[config.mk]
export PLATFORM = sky130hd
export DESIGN_NAME = sync_fifo_prog
export DESIGN_NICKNAME = d
export VERILOG_FILES = /design/src/rtl/sync_fifo_prog.sv
export SDC_FILE = /design/constraint.sdc
export NUM_CORES = 1
export LEC_CHECK = 0
export BUFFER_PORTS_ARGS = -buffer_cell sky130_fd_sc_hd__clkbuf_2
export CAP_MARGIN = 20
export CORE_MARGIN = 8
export CORE_UTILIZATION = 60
export CTS_CLUSTER_DIAMETER = 30
export DETAILED_ROUTE_END_ITERATION = 8
export PLACE_DENSITY = 0.79
export SKIP_LAST_GASP = 1
export SLEW_MARGIN = 10
export SYNTH_ARGS = -nofsm -noshare
export SYNTH_HDL_FRONTEND = slang
export SYNTH_SLANG_ARGS = --single-unit
[constraint.sdc]
create_clock -name clk -period 6.78 [get_ports clk]
set_input_delay 1.017 -clock clk [delete_from_list [all_inputs] [get_ports clk]]
set_output_delay 1.017 -clock clk [all_outputs]
set_load 0.05 [all_outputs]
[src/rtl/sync_fifo_prog.sv]
// Synchronous single-clock FIFO with programmable almost-full / almost-empty
// levels, sticky overflow/underflow flags, synchronous flush and a choice of
// registered-read or first-word-fall-through read presentation.
//
// Handshake semantics (both sides are request/accept, there is no stall):
//   write side: a word on wr_data_i is taken at the rising edge where
//     wr_en_i=1 and the FIFO is not full, or is full but a read is accepted
//     in the same edge. A refused write sets overflow_o.
//   read side:  a read is accepted at the rising edge where rd_en_i=1 and the
//     FIFO is not empty. A read request against an empty FIFO sets
//     underflow_o. With FWFT=0 the popped word appears on rd_data_o one cycle
//     later, qualified by a single-cycle rd_data_valid_o pulse. With FWFT=1
//     the head word is always presented with rd_data_valid_o=!empty_o, and
//     rd_en_i acts as the pop acknowledge.
//   flush_i and rst_n override both sides for the cycle they are asserted.
module sync_fifo_prog #(
  parameter int DATA_WIDTH    = 32,
  parameter int DATA_DEPTH    = 8,
  parameter int CNT_WIDTH     = $clog2(DATA_DEPTH),
  parameter int AFULL_THRESH  = DATA_DEPTH - 2,
  parameter int AEMPTY_THRESH = 1,
  parameter bit FWFT          = 1'b0
) (
  input  logic                  clk,
  input  logic                  rst_n,
  input  logic                  flush_i,
  input  logic                  wr_en_i,
  input  logic [DATA_WIDTH-1:0] wr_data_i,
  input  logic                  rd_en_i,
  output logic [DATA_WIDTH-1:0] rd_data_o,
  output logic                  rd_data_valid_o,
  output logic                  empty_o,
  output logic                  full_o,
  output logic                  almost_empty_o,
  output logic                  almost_full_o,
  output logic [CNT_WIDTH:0]    elem_cnt_o,
  output logic                  overflow_o,
  output logic                  underflow_o
);

  // Thresholds and depth sized to the count register so every level compare
  // is a same-width unsigned compare.
  localparam logic [CNT_WIDTH:0] DEPTH_C  = (CNT_WIDTH + 1)'(DATA_DEPTH);
  localparam logic [CNT_WIDTH:0] AFULL_C  = (CNT_WIDTH + 1)'(AFULL_THRESH);
  localparam logic [CNT_WIDTH:0] AEMPTY_C = (CNT_WIDTH + 1)'(AEMPTY_THRESH);
  localparam logic [CNT_WIDTH:0] ONE_C    = (CNT_WIDTH + 1)'(1);
  localparam logic [CNT_WIDTH-1:0] PTR_ONE_C = CNT_WIDTH'(1);

  // Storage is deliberately not reset; the count decides what is valid.
  logic [DATA_WIDTH-1:0] mem [DATA_DEPTH];

  logic [CNT_WIDTH-1:0] wr_ptr_q;
  logic [CNT_WIDTH-1:0] rd_ptr_q;
  logic [CNT_WIDTH:0]   cnt_q;
  logic                 overflow_q;
  logic                 underflow_q;

  logic                 req_en;
  logic                 rd_ok;
  logic                 wr_ok;
  logic                 wr_rej;
  logic                 rd_rej;

  // Level flags all come straight from the registered count.
  always_comb begin
    empty_o        = (cnt_q == '0);
    full_o         = (cnt_q == DEPTH_C);
    almost_full_o  = (cnt_q >= AFULL_C);
    almost_empty_o = (cnt_q <= AEMPTY_C);
    elem_cnt_o     = cnt_q;
    overflow_o     = overflow_q;
    underflow_o    = underflow_q;
  end

  // Accept decisions; reset and flush mask all requests in their cycle.
  always_comb begin
    req_en = rst_n && !flush_i;
    rd_ok  = req_en && rd_en_i && !empty_o;
    // A full FIFO still takes a write when a read frees a slot this edge.
    wr_ok  = req_en && wr_en_i && (!full_o || rd_ok);
    wr_rej = wr_en_i && !(!full_o || rd_ok);
    rd_rej = rd_en_i && empty_o;
  end

  // Storage write port.
  always_ff @(posedge clk) begin
    if (wr_ok) begin
      mem[wr_ptr_q] <= wr_data_i;
    end
  end

  // Write and read pointers; both wrap naturally at the power-of-two depth.
  always_ff @(posedge clk) begin
    if (!rst_n) begin
      wr_ptr_q <= '0;
      rd_ptr_q <= '0;
    end else if (flush_i) begin
      wr_ptr_q <= '0;
      rd_ptr_q <= '0;
    end else begin
      if (wr_ok) wr_ptr_q <= wr_ptr_q + PTR_ONE_C;
      if (rd_ok) rd_ptr_q <= rd_ptr_q + PTR_ONE_C;
    end
  end

  // Entry count: a simultaneous accepted read and write cancel out.
  always_ff @(posedge clk) begin
    if (!rst_n) begin
      cnt_q <= '0;
    end else if (flush_i) begin
      cnt_q <= '0;
    end else begin
      case ({wr_ok, rd_ok})
        2'b10:   cnt_q <= cnt_q + ONE_C;
        2'b01:   cnt_q <= cnt_q - ONE_C;
        default: cnt_q <= cnt_q;
      endcase
    end
  end

  // Sticky error flags, cleared only by reset or flush.
  always_ff @(posedge clk) begin
    if (!rst_n) begin
      overflow_q  <= 1'b0;
      underflow_q <= 1'b0;
    end else if (flush_i) begin
      overflow_q  <= 1'b0;
      underflow_q <= 1'b0;
    end else begin
      if (wr_rej) overflow_q  <= 1'b1;
      if (rd_rej) underflow_q <= 1'b1;
    end
  end

  generate
    if (FWFT) begin : g_fwft
      // Head word presented combinationally; forced to zero while empty so
      // nothing stale from storage ever reaches the output.
      always_comb begin
        rd_data_valid_o = !empty_o;
        rd_data_o       = empty_o ? '0 : mem[rd_ptr_q];
      end
    end else begin : g_std
      logic [DATA_WIDTH-1:0] rd_data_q;
      logic                  rd_valid_q;

      // Registered read: popped word appears one cycle after acceptance and
      // holds until the next accepted read.
      always_ff @(posedge clk) begin
        if (!rst_n) begin
          rd_data_q  <= '0;
          rd_valid_q <= 1'b0;
        end else if (flush_i) begin
          rd_valid_q <= 1'b0;
        end else begin
          rd_valid_q <= rd_ok;
          if (rd_ok) rd_data_q <= mem[rd_ptr_q];
        end
      end

      // Drive the registered read port.
      always_comb begin
        rd_data_o       = rd_data_q;
        rd_data_valid_o = rd_valid_q;
      end
    end
  endgenerate

endmodule

---- Yosys cells after proc, flatten, opt, wreduce, memory -nomap -nowiden ----
Memories as Yosys holds them, arrays and structs flattened. A register that Yosys moved wholly into a read port is not among the register bits.
Index checks and enable logic that the tools add are counted.
storage, ports and cells
  bits in registers ....................... 13
  RAM bits ................................ 256
  input port bits ......................... 37
  output and inout port bits .............. 43
  word-level logic and storage cells ...... 38
  memories kept ........................... 1
memory list
  name  depth  bits a word  read ports  clocked after Yosys merged registers in  write ports  line  RTL
  mem   8      32           1           1                                        1            50    logic [DATA_WIDTH-1:0] mem [DATA_DEPTH];
operators by class
  add/sub/neg operators ................... 4
  $lt $le $gt $ge ......................... 2
  equal/unequal tests ..................... 3
  mux-type cells .......................... 3
  bitwise gates (word level) .............. 2
  reduce and logical (&&, ||, !) cells .... 17
operators with widths
  kind                                                                   number
  4-bit case mux with 2 select lines                                     1
  1-bit logical AND                                                      7
  3-bit by 1-bit adder with 3-bit output, second input constant          2
  1-bit logical NOT                                                      5
  4-bit by 1-bit adder with 4-bit output, second input constant          1
  4-bit equality test, second input constant                             1
  4-bit by 3-bit >= comparator with 1-bit output, second input constant  1
  4-bit by 1-bit <= comparator with 1-bit output, second input constant  1
  4-bit logical NOT                                                      1
  4-bit by 1-bit subtractor with 4-bit output, second input constant     1
  2-bit by 1-bit equality test with 1-bit output, second input constant  1
  2-bit equality test, second input constant                             1
  1-bit two-way mux                                                      2
  1-bit NOT                                                              2
  2-bit AND reduction                                                    1
  2-bit nonzero test                                                     1
  2-bit OR reduction                                                     1
  1-bit logical OR                                                       1

---- Logic depth before layout (Yosys ltp) ----
Gate-level depths: netlist of the first run.
  depth in word-level cells ............... 8
  depth in mapped cells ................... 9
  depth with buffers taken out ............ 7

---- Worst setup path after synthesis of the first run ----
No wires, ideal clock.
  kind .................................... input -> register
  from .................................... in wr_en_i
  to ...................................... mem mem[0][0] (enable)
  setup time .............................. 501 ps
  data arrival time ....................... 4714 ps
  required time ........................... 6279 ps
  slack ................................... 1565 ps
  stages on the path ...................... 4
  path buffers ............................ 1
  path through ............................ buf_2 -> nand3b_1 -> or2_2 -> nor4_1
on the way
  cells in the longest elaborated chain, start to end .. 4
ends and longest elaborated chain
  element                                  line  RTL
  start: declaration                       27    input logic wr_en_i,
  1-bit logical AND (2 in series)          80    wr_ok = req_en && wr_en_i && (!full_o || rd_ok);
  1-bit two-way mux                        87    if (wr_ok) begin
  1-bit two-way mux (implied by the code)  88    mem[wr_ptr_q] <= wr_data_i;
  end: declaration                         50
Every way passes these cells.

---- Worst setup path in the final report of the first run ----
  from .................................... in rst_n
  to ...................................... mem mem[1][0] (enable)
on the way
  cells in the longest elaborated chain, start to end .. 7
  elaborated cells between the ends (all ways) .. 8
  classes of those cells .................. mux: 2; reduce/logical: 6
ends and longest elaborated chain
  element                                      line  RTL
  start: declaration                           25    input logic rst_n,
  1-bit logical AND (*)                        77    req_en = rst_n && !flush_i;
  1-bit logical AND (2 in series)              78    rd_ok = req_en && rd_en_i && !empty_o;
  1-bit logical OR                             80
  1-bit logical AND (*)                        80
  1-bit two-way mux (*)                        87
  1-bit two-way mux (implied by the code) (*)  88
Every way passes the cells marked *; elsewhere a longest branch is shown, timed or not.

==> results.yml, run 1 <==
cts:
  clock_slew_seen_by_the_registers_of_the_worst_setup_and_hold_paths_ns: 0.06
  clock_latency_ns: 0.52
  tritoncts: "done"
  cts_resized: 0
  cts-root-to-sink-buffers: 3
  tritoncts.num_buffers: 45
  cts_hold_buf: 0
  clock_tree.root_cell: "clkbuf_16"
  cts_setup_buffers: 0
  ctsHtreeMaxLevel: 2
  clock_sink_count: 301
yosys:
  synth.cell_area_sq_mm: 0.0115
  synth_edf_count: 256
  async_flop_share_pct: 0
  synth.avg_cell_area_sq_um: 19.8
  synth_seq_area_share_pct: 74.8
  synth.largest_area_cell: "edfxtp_1"
  synth_cell_type_count: 47
  ys_ff_latch: 301
  syn-instance-count: 580
  yosysWarningCount: 0
  syn-num-nets: 623
  synth_area_leaders: "edfxtp_1 67%, mux4_2 13%, dfxtp_1 7.8%"
  yosysTopAreaCellShare_pct: 67.0
  postSynth.topFlopCell: "edfxtp_1"
routing:
  drt_wl_total_mm: 24.1
  drt_first_pass_iters: 4
  viasPerCell: 6.26
  detailroute.via_count: 6000
  detailedRoute.firstIterationViolations: 594
  wl_per_cell_um: 25.1
  post-route-drc-count: 0
  antenna_left: 0
pwr:
  power.density_cell_area_mw_per_mm2: 335
  power_consumption_mw: 4.62
  switching_share_pct: 20.5
  switching_power_uw: 944
  share_seq_of_total_power_pct: 43.9
  max-vdd-ir-drop_v: 0.000213
  p_leak_nw: 4.67
  internal_power_mw: 3.67
  clkPwrFrac_pct: 53.4
  power_frac_comb_pct: 2.7
timing:
  hold-worst-slack_ns: 0.471
  setup-tns-final_ns: 0
  fin_crit_ns: 3.51
  timing.final.setup_violations: 0
  timing.final.max_slew_violations: 0
  slew_headroom_pct: 38.4
  fmax_mhz: 285
  worst_slew_pin_slew_ns: 0.919
  rsz0062_at_grt: "no"
  fin_ws_ns: 3.27
  worst_clock_skew_ns: 0.0203
  report.final.hold_viol_count: 0
  final.period_utilization_pct: 51.7
worst_setup_path:
  worst_path_max_delay_cell: "nor3_2"
  arrival_ns: 3.68
  crit_chain: "clkbuf_2, nand3b_1, or2_2, nor3_2, buf_4"
  reg2reg_setup_slack_ns: 3.73
  path_delay_family: "simple AND/OR/NAND/NOR gates"
  worst_path_required_ns: 6.95
  endpoint_kind: "register"
  worst_path_largest_cell_delay_ns: 0.76
  critical_path.max_fanout: 37
  worst_setup_path_start_kind: "input pin"
  criticalPathCategory: "input pin to register"
  timing.critical_path.buf_inv: 2
die:
  height_of_the_die_um: 154
  floorplan.core_area_sq_mm: 0.0188
  floorplan.die.width_um: 154
  rows: 50
  floorplan.die_area_sq_mm: 0.0238
  boundaryPins: 80
  floorplan.initialDensity_pct: 61.1
grt:
  initial_antenna_violation_count: 2
  global_route_wire_length_before_repair_mm: 37.3
  maximum_number_of_pins_on_one_net_before_global_route_repair: 57
  first_global_vias: 6366
  grt_usage_pct: 20.5
  overflow: 0
finish:
  multiInputGateArea_sq_mm: 0.00270
  area_growth_syn_to_layout_pct: 20.2
  final_layout_size_suffix_gt1_share_pct: 38.9
  n_fill_cell: 1037
  layout.area.seq_sq_mm: 0.00859
  design.final.nets: 734
  count_of_inserted_antenna_diode_cells: 0
placed_design:
  dp_slack_ns: 2.60
  numPortBuffers: 79
  post-dp-hpwl_mm: 12.8
  gpl.final_weighted_congestion: 0.771
status:
  run_status: "finished clean"
flow_run:
  max_cap_violations: 0
hold_path:
  hold_path_class: "register to register"
[cells in the final DEF (no fill, tap or decap), drive strengths merged, types with 2 or more instances in the layout]
cell type and n:
xor2 2, nand2b 6, mux2i 2, nand2 11, nor3 8, o22ai 33, dfxtp 45, nand3b 3
edfxtp 256, bufinv 10, ha 6, clkinvlp 8, nand3 2, inv 13, o21ai 36, clkinv 6
mux4 64, clkbuf 128, a21oi 5, nor2 44, o311ai 2, buf 16
[power by group through the flow]
stage / clock network [mW] / logic, mW / registers, mW
final: 2.46 / 0.125 / 2.03
after global routing: 2.57 / 0.134 / 2.03
after CTS: 2.49 / 0.126 / 2.03
after detailed placement: 0 / 0.124 / 2.07
after global placement: 0 / 0.118 / 2.07
after floorplan: 0 / 0.0501 / 2.09
[cell type report]
type,count,area share [%]
Timing Repair Buffer,95,4.12
Clock inverter,32,3.51
Multi-Input combinational cell,243,19.6
Clock buffer,49,8.27
Inverter,5,0.154
Tap cell,234,2.12
Sequential cell,301,62.3
[tightest hold or removal path, delay by kind of cell (launching register included)]
kind,cells,cell delay [ns]
AO/OA/AOI/OAI,1,0.04
AND/OR/NAND/NOR,1,0.07
flip-flops,1,0.32
[per-layer routing]
layer / wire length, um / share of wire (%) / vias to the layer above / global-route usage, %
li1: - / - / 2587 / -
met1: 9400 / 39 / 3097 / 25.7
met2: 12400 / 51 / 261 / 35.4
met3: 1800 / 7.5 / 51 / 4.85
met4: 466 / 1.9 / 4 / 5.46
met5: 19 / 0.079 / - / 0
[per-stage QoR]
step                      cells  utilization [%]  area (sq um)
after global routing        959             73.5         13800
after detailed placement    874             64.4         12100
final                       959             73.5         13800
after floorplan             580                -         11500
after CTS                   955             73.1         13700
after global placement      874             64.4         12100
[worst paths after layout]
check                                   start  cells after the start          end
worst max-delay path                    rst_n                      5    mem[1][0]
worst min-delay path              underflow_o                      2  underflow_o
worst max register to register  elem_cnt_o[1]                      7    mem[1][0]
worst min register to register    underflow_o                      2  underflow_o
[cells by family after synthesis]
kind of cell             synth area share (%)
flip-flops                               74.8
AO/OA/AOI/OAI                            5.90
multiplexers                             12.7
XOR/XNOR                                0.229
AND/OR/NAND/NOR                          3.50
buffers and inverters                    2.15
adder cells (fa/ha/maj)                 0.654
[cell usage after synthesis (2+ instances only)]
cell type	instances
o22ai_1	4
inv_1	4
buf_12	3
xor2_1	2
nand3b_1	2
mux2i_1	2
o21ai_0	36
nor3_1	8
buf_2	11
nand2b_1	6
buf_4	2
a21oi_1	5
nand2_1	11
nor2_1	44
clkbuf_8	2
nand3_1	2
dfxtp_1	45
o22ai_2	29
ha_1	6
edfxtp_1	256
clkbuf_1	9
o311ai_0	2
buf_1	2
mux4_2	64
[state kept, by name, summed over array words and instances, names as in the netlist]
signal / flops
rd_ptr_q: 3
overflow_o: 1
mem: 256
elem_cnt_o: 4
rd_data_o: 32
rd_data_valid_o: 1
underflow_o: 1
wr_ptr_q: 3
(Power assumes the default switching activity.)
==> inputs of run 2 (changes only) <==
--- a/config.mk
+++ b/config.mk
@@ -5,13 +5,14 @@
 export SDC_FILE = /design/constraint.sdc
 export NUM_CORES = 1
 export LEC_CHECK = 0
+export ABC_AREA = 1
 export BUFFER_PORTS_ARGS = -buffer_cell sky130_fd_sc_hd__clkbuf_2
 export CAP_MARGIN = 20
 export CORE_MARGIN = 8
-export CORE_UTILIZATION = 60
+export CORE_UTILIZATION = 54
 export CTS_CLUSTER_DIAMETER = 30
 export DETAILED_ROUTE_END_ITERATION = 8
-export PLACE_DENSITY = 0.79
+export PLACE_DENSITY = 0.75
 export SKIP_LAST_GASP = 1
 export SLEW_MARGIN = 10
 export SYNTH_ARGS = -nofsm -noshare
==> constraint.sdc (replaced) <==
create_clock -name clk -period 3.2 [get_ports clk]
set_input_delay 0.48 -clock clk [delete_from_list [all_inputs] [get_ports clk]]
set_output_delay 0.48 -clock clk [all_outputs]
set_load 0.05 [all_outputs]
==> results.yml, run 2 <==
status:
  run_status: "finished clean"
placed_design:
  numPortBuffers: 79
  placed_instances: 1335
  placedInstanceArea_sq_mm: 0.0126
  post-dp-hpwl_mm: 14.1
  gpl.final_weighted_congestion: 0.778
yosys:
  yosysWarningCount: 0
  synth_seq_area_share_pct: 71.9
  synthXorXnorAreaFrac_pct: 0.220
  yosysTopAreaCellShare_pct: 64.4
  synth.largest_area_cell: "edfxtp_1"
  syn-instance-count: 1015
  async_flop_share_pct: 0
  syn-num-nets: 1058
  synth-compound-area-share_pct: 9.10
  synth_cell_type_count: 31
  postSynth.topFlopCell: "edfxtp_1"
  synth.cell_area_sq_mm: 0.0119
  largest_family_of_logic_cells_by_synthesized_area: "simple AND/OR/NAND/NOR gates"
  ys_ff_latch: 301
  yosys.area_share.adder_pct: 0.629
  synth_edf_count: 256
  synth.mux.area_fraction_pct: 0
  basic_gate_share_of_the_synthesized_area_counting_and_or_nand_and_nor_cells_pct: 14.4
  synth_area_leaders: "edfxtp_1 64%, nor2_1 7.9%, dfxtp_1 7.5%"
  synth.top_cells.by_count: "256 x edfxtp_1, 250 x nor2_1, 141 x o21ai_0"
  synth.avg_cell_area_sq_um: 11.8
  yosys.cell_count.top_type: "edfxtp_1"
finish:
  design.final.nets: 1147
  final_cells: 1422
  final_core_utilization_pct: 65.6
  area_growth_syn_to_layout_pct: 19.5
  n_fill_cell: 1591
  final_layout_size_suffix_gt1_share_pct: 18.8
  largest_register: "mem"
  layout_commonest_cell: "edfxtp_1"
  largest_register_ff_count: 256
  finish.instance_area_sq_mm: 0.0143
  layout_common_cells: "256 x edfxtp_1, 246 x nor2_1, 141 x o21ai_0, 79 x clkbuf_2, 73 x nand3_1"
die:
  height_of_the_die_um: 165
  floorplan.die_area_sq_mm: 0.0271
  rows: 54
  boundaryPins: 80
  floorplan.die.width_um: 165
  floorplan.core_area_sq_mm: 0.0218
  floorplan.initialDensity_pct: 54.9
timing:
  worst_clock_skew_ns: 0.0213
  setup-tns-final_ns: 0
  fmax_mhz: 424
  report.final.hold_viol_count: 0
  final.period_utilization_pct: 73.7
  timing.final.setup_violations: 0
  timing.final.max_slew_violations: 0
  fin_crit_ns: 2.36
  worst_slew_pin_slew_ns: 0.697
  rsz0062_at_grt: "no"
  slew_headroom_pct: 53.5
routing:
  drt_wl_total_mm: 25.7
  wl_per_cell_um: 18.1
  antenna_left: 0
  viasPerCell: 5.50
  drt_first_pass_iters: 5
  detailedRoute.firstIterationViolations: 737
  detailroute.via_count: 7821
  post-route-drc-count: 0
grt:
  first_global_vias: 7832
  overflow: 0
  maximum_number_of_pins_on_one_net_before_global_route_repair: 141
  initial_antenna_violation_count: 1
  global_route_wire_length_before_repair_mm: 40.6
  grt_usage_pct: 19.0
worst_setup_path:
  path_delay_family: "buffers and inverters"
  critical_path.max_fanout: 32
  worst_path_max_delay_cell: "buf_4"
  worst_setup_path_start_kind: "register"
  worst_path_required_ns: 3.36
  arrival_ns: 2.52
  critical_path.most_common_cell: "inv_1"
  worst_path_largest_cell_delay_ns: 0.44
  endpoint_kind: "register"
  reg2reg_setup_slack_ns: 0.84
  timing.critical_path.buf_inv: 3
  criticalPathCategory: "register to register"
  crit_chain: "inv_1, ha_1, nand3_1, inv_1, nand2_1, nand3_2, nor2_4, buf_4"
cts:
  cts_hold_buf: 0
  clock_sink_count: 301
  tritoncts.num_buffers: 47
  cts_resized: 0
  cts-root-to-sink-buffers: 3
  clock_slew_seen_by_the_registers_of_the_worst_setup_and_hold_paths_ns: 0.05
  ctsHtreeMaxLevel: 2
  tritoncts: "done"
  clock_latency_ns: 0.54
  cts_setup_buffers: 0
  clock_tree.root_cell: "clkbuf_16"
pwr:
  power_consumption_mw: 9.67
  max-vdd-ir-drop_v: 0.000446
  p_leak_nw: 5.19
  power.density_cell_area_mw_per_mm2: 678
hold_path:
  hold_path_class: "input pin to register"
flow_run:
  max_cap_violations: 0
==> run 2: path summary, 6_finish.rpt <==
kind | from | end | cells after the start
max | elem_cnt_o[0] | mem[6][13] | 8
min | wr_data_i[26] | mem[1][26] | 1
max reg2reg | elem_cnt_o[0] | mem[6][13] | 8
min reg2reg | wr_ptr_q[0] | wr_ptr_q[0] | 2
==> run 2: logic make-up after synthesis <==
logic type	after synthesis
adder cells (fa/ha/maj)	6
flip-flops	301
AND/OR/NAND/NOR	412
XOR/XNOR	3
buffers and inverters	90
AO/OA/AOI/OAI	203
==> run 2: power by group <==
part,internal (mW),switching (mW)
combinational,0.0554,0.171
clock,3.35,1.81
sequential,4.28,0.00964
==> run 2: cell type report <==
type | count | area (sq um) | area share (%)
clock inverters | 33 | 422 | 2.95
multi-input cells | 624 | 2980 | 20.9
inverters | 30 | 118 | 0.824
diodes | 1 | 2.50 | 0.0175
clock buffers | 53 | 1220 | 8.54
well taps | 280 | 350 | 2.45
flip-flops and latches | 301 | 8590 | 60.2
repair buffers | 100 | 591 | 4.14
==> run 2: through the flow <==
stage	setup slack [ns]	hold WS, ns
CTS	0.844	0.213
finish	0.841	0.225
global placement	0.886	0.475
detailed placement	0.837	0.476
floorplan	-0.421	0.458
global route	0.649	0.222
==> run 2: per-layer routing <==
metal  GRT usage (%)  wire, um
met2            32.2     12500
met5               0         0
met4            7.04       525
met3            3.79      1910
met1            24.0     10700
==> inputs of run 3 (changes only) <==
==> constraint.sdc (replaced) <==
create_clock -name clk -period 1.95 [get_ports clk]
set_input_delay 0.2925 -clock clk [delete_from_list [all_inputs] [get_ports clk]]
set_output_delay 0.2925 -clock clk [all_outputs]
set_load 0.05 [all_outputs]
==> results.yml, run 3 (same netlist as run 2, synthesis figures left out) <==
timing:
  slew_headroom_pct: 63.0
  worst_clock_skew_ns: 0.0188
  fin_crit_ns: 1.89
  rsz0062_at_grt: "yes"
  fmax_mhz: 529
  timing.final.max_slew_violations: 0
  fin_ws_ns: 0.0602
  report.final.hold_viol_count: 0
  worst_slew_pin_slew_ns: 0.554
  final.period_utilization_pct: 96.9
  timing.final.setup_violations: 0
  setup-tns-final_ns: 0
  hold-worst-slack_ns: 0.0384
status:
  run_status: "finished clean"
finish:
  largest_register: "mem"
  layout_common_cells: "256 x edfxtp_1, 246 x nor2_1, 140 x o21ai_0, 75 x clkbuf_2, 72 x nand3_1"
  largest_register_ff_count: 256
  area_growth_syn_to_layout_pct: 23.6
  n_fill_cell: 1508
  layout_commonest_cell: "edfxtp_1"
  final_cells: 1449
  final_layout_size_suffix_gt1_share_pct: 21.6
  final_core_utilization_pct: 67.8
  count_of_inserted_antenna_diode_cells: 0
  finish.instance_area_sq_mm: 0.0148
  design.final.nets: 1170
cts:
  clock_latency_ns: 0.56
  tritoncts: "done"
  cts_hold_buf: 0
  ctsHtreeMaxLevel: 2
  tritoncts.num_buffers: 52
  clock_tree.root_cell: "clkbuf_16"
  cts_setup_buffers: 0
  clock_sink_count: 301
  cts-root-to-sink-buffers: 3
  clock_slew_seen_by_the_registers_of_the_worst_setup_and_hold_paths_ns: 0.05
pwr:
  power_frac_comb_pct: 2.4
  power_consumption_mw: 16.5
  clkPwrFrac_pct: 54.8
  switching_power_mw: 3.54
  share_seq_of_total_power_pct: 42.7
  internal_power_mw: 12.9
  switching_share_pct: 21.5
  max-vdd-ir-drop_v: 0.000891
  power.density_cell_area_mw_per_mm2: 1120
  p_leak_nw: 5.40
placed_design:
  placed_instances: 1353
  gpl.final_weighted_congestion: 0.816
  numPortBuffers: 79
  placedInstanceArea_sq_mm: 0.0129
  dp_slack_ns: -0.000602
  post-dp-hpwl_mm: 15.8
worst_setup_path:
  r2r_cells: 8
  critical_path.max_fanout: 8
  reg2reg_setup_slack_ns: 0.08
  path_delay_family: "flip-flops"
  regToRegStartpoint: "elem_cnt_o[1]"
  crit_chain: "inv_4, ha_4, nand2_2, nand2_1, clkbuf_4"
  worstSetupStartpoint: "elem_cnt_o[1]"
  r2r_end: "mem[1][14]"
  worst_path_largest_cell_delay_ns: 0.39
  worst_path_max_delay_cell: "dfxtp_4"
  worst_setup_path_start_kind: "register"
  timing.critical_path.buf_inv: 2
  arrival_ns: 1.60
  criticalPathCategory: "register to primary output"
  worst_path_required_ns: 1.66
  endpoint_kind: "primary output"
grt:
  global_route.peak_usage_layer: "met2"
  overflow: 0
  global_route_met2_utilization_pct: 35.1
  global_route_wire_length_before_repair_mm: 44.0
  groute.layer.met3.usage_pct: 3.61
  use_met1_pct: 26.1
  maximum_number_of_pins_on_one_net_before_global_route_repair: 76
  grt_usage_pct: 20.7
  first_global_vias: 8482
  initial_antenna_violation_count: 0
die:
  floorplan.initialDensity_pct: 54.9
  floorplan.core_area_sq_mm: 0.0218
  rows: 54
  boundaryPins: 80
  height_of_the_die_um: 165
  floorplan.die_area_sq_mm: 0.0271
  floorplan.die.width_um: 165
routing:
  antenna_left: 0
  detailedRoute.firstIterationViolations: 813
  post-route-drc-count: 0
  detailroute.via_count: 8166
  wl_per_cell_um: 19.1
  viasPerCell: 5.64
  drt_wl_total_mm: 27.6
  drt_first_pass_iters: 7
hold_path:
  hold-path-cell-count: 1
  min_to: "mem[6][28]"
  hp-start: "wr_data_i[28]"
  hold_path_class: "input pin to register"
flow_run:
  max_cap_violations: 0
## run 3: worst reg2reg max path, cell delays in order (launching register included)
cell and delay, ns:
dfxtp_4 0.39, inv_4 0.05, ha_4 0.17, nand3_4 0.10
clkinvlp_4 0.13, nand2_4 0.15, nand2_8 0.10, nor3_4 0.26
buf_12 0.22
## run 3: layout make-up
| type | instances | area (sq um) | area share (%) |
|---|---|---|---|
| timing repair buffer | 118 | 860 | 5.83 |
| clock inverter | 40 | 453 | 3.07 |
| tap | 280 | 350 | 2.37 |
| multi-input combinational | 624 | 3030 | 20.6 |
| clock buffer | 56 | 1330 | 8.99 |
| sequential | 301 | 8600 | 58.3 |
| inverter | 30 | 126 | 0.857 |
## run 3: power groups by stage
stage	sequential [mW]	combinational (mW)	clock [mW]
3_5_place_dp	7.16	0.397	0
4_1_cts	7.04	0.403	9.14
2_1_floorplan	7.21	0.160	0
6_report	7.04	0.401	9.03
5_1_grt	7.04	0.435	9.41
3_3_place_gp	7.16	0.386	0
## run 3: metal layers
layer,vias up,part of all wire [%]
met3,63,6.7
li1,3821,-
met2,352,50
met4,0,2.3
met5,-,0
met1,3930,41
## run 3: what timing repair did
action | in CTS | in global routing
hold endpoints to repair | 0 | 0
endpoints found under the setup margin | 31 | 35
cloned | 0 | 0
gates resized for setup | 4 | 7
## run 3: worst max path at each step
stage,slack (ns),cells after the start,to
3_3_place_gp,0.06,8,mem[4][3]
5_1_grt,-0.03,5,almost_empty_o
4_1_cts,0.01,5,full_o
2_1_floorplan,-0.68,7,mem[1][0]
3_5_place_dp,-0.0006,8,mem[6][4]
6_report,0.06,5,almost_empty_o
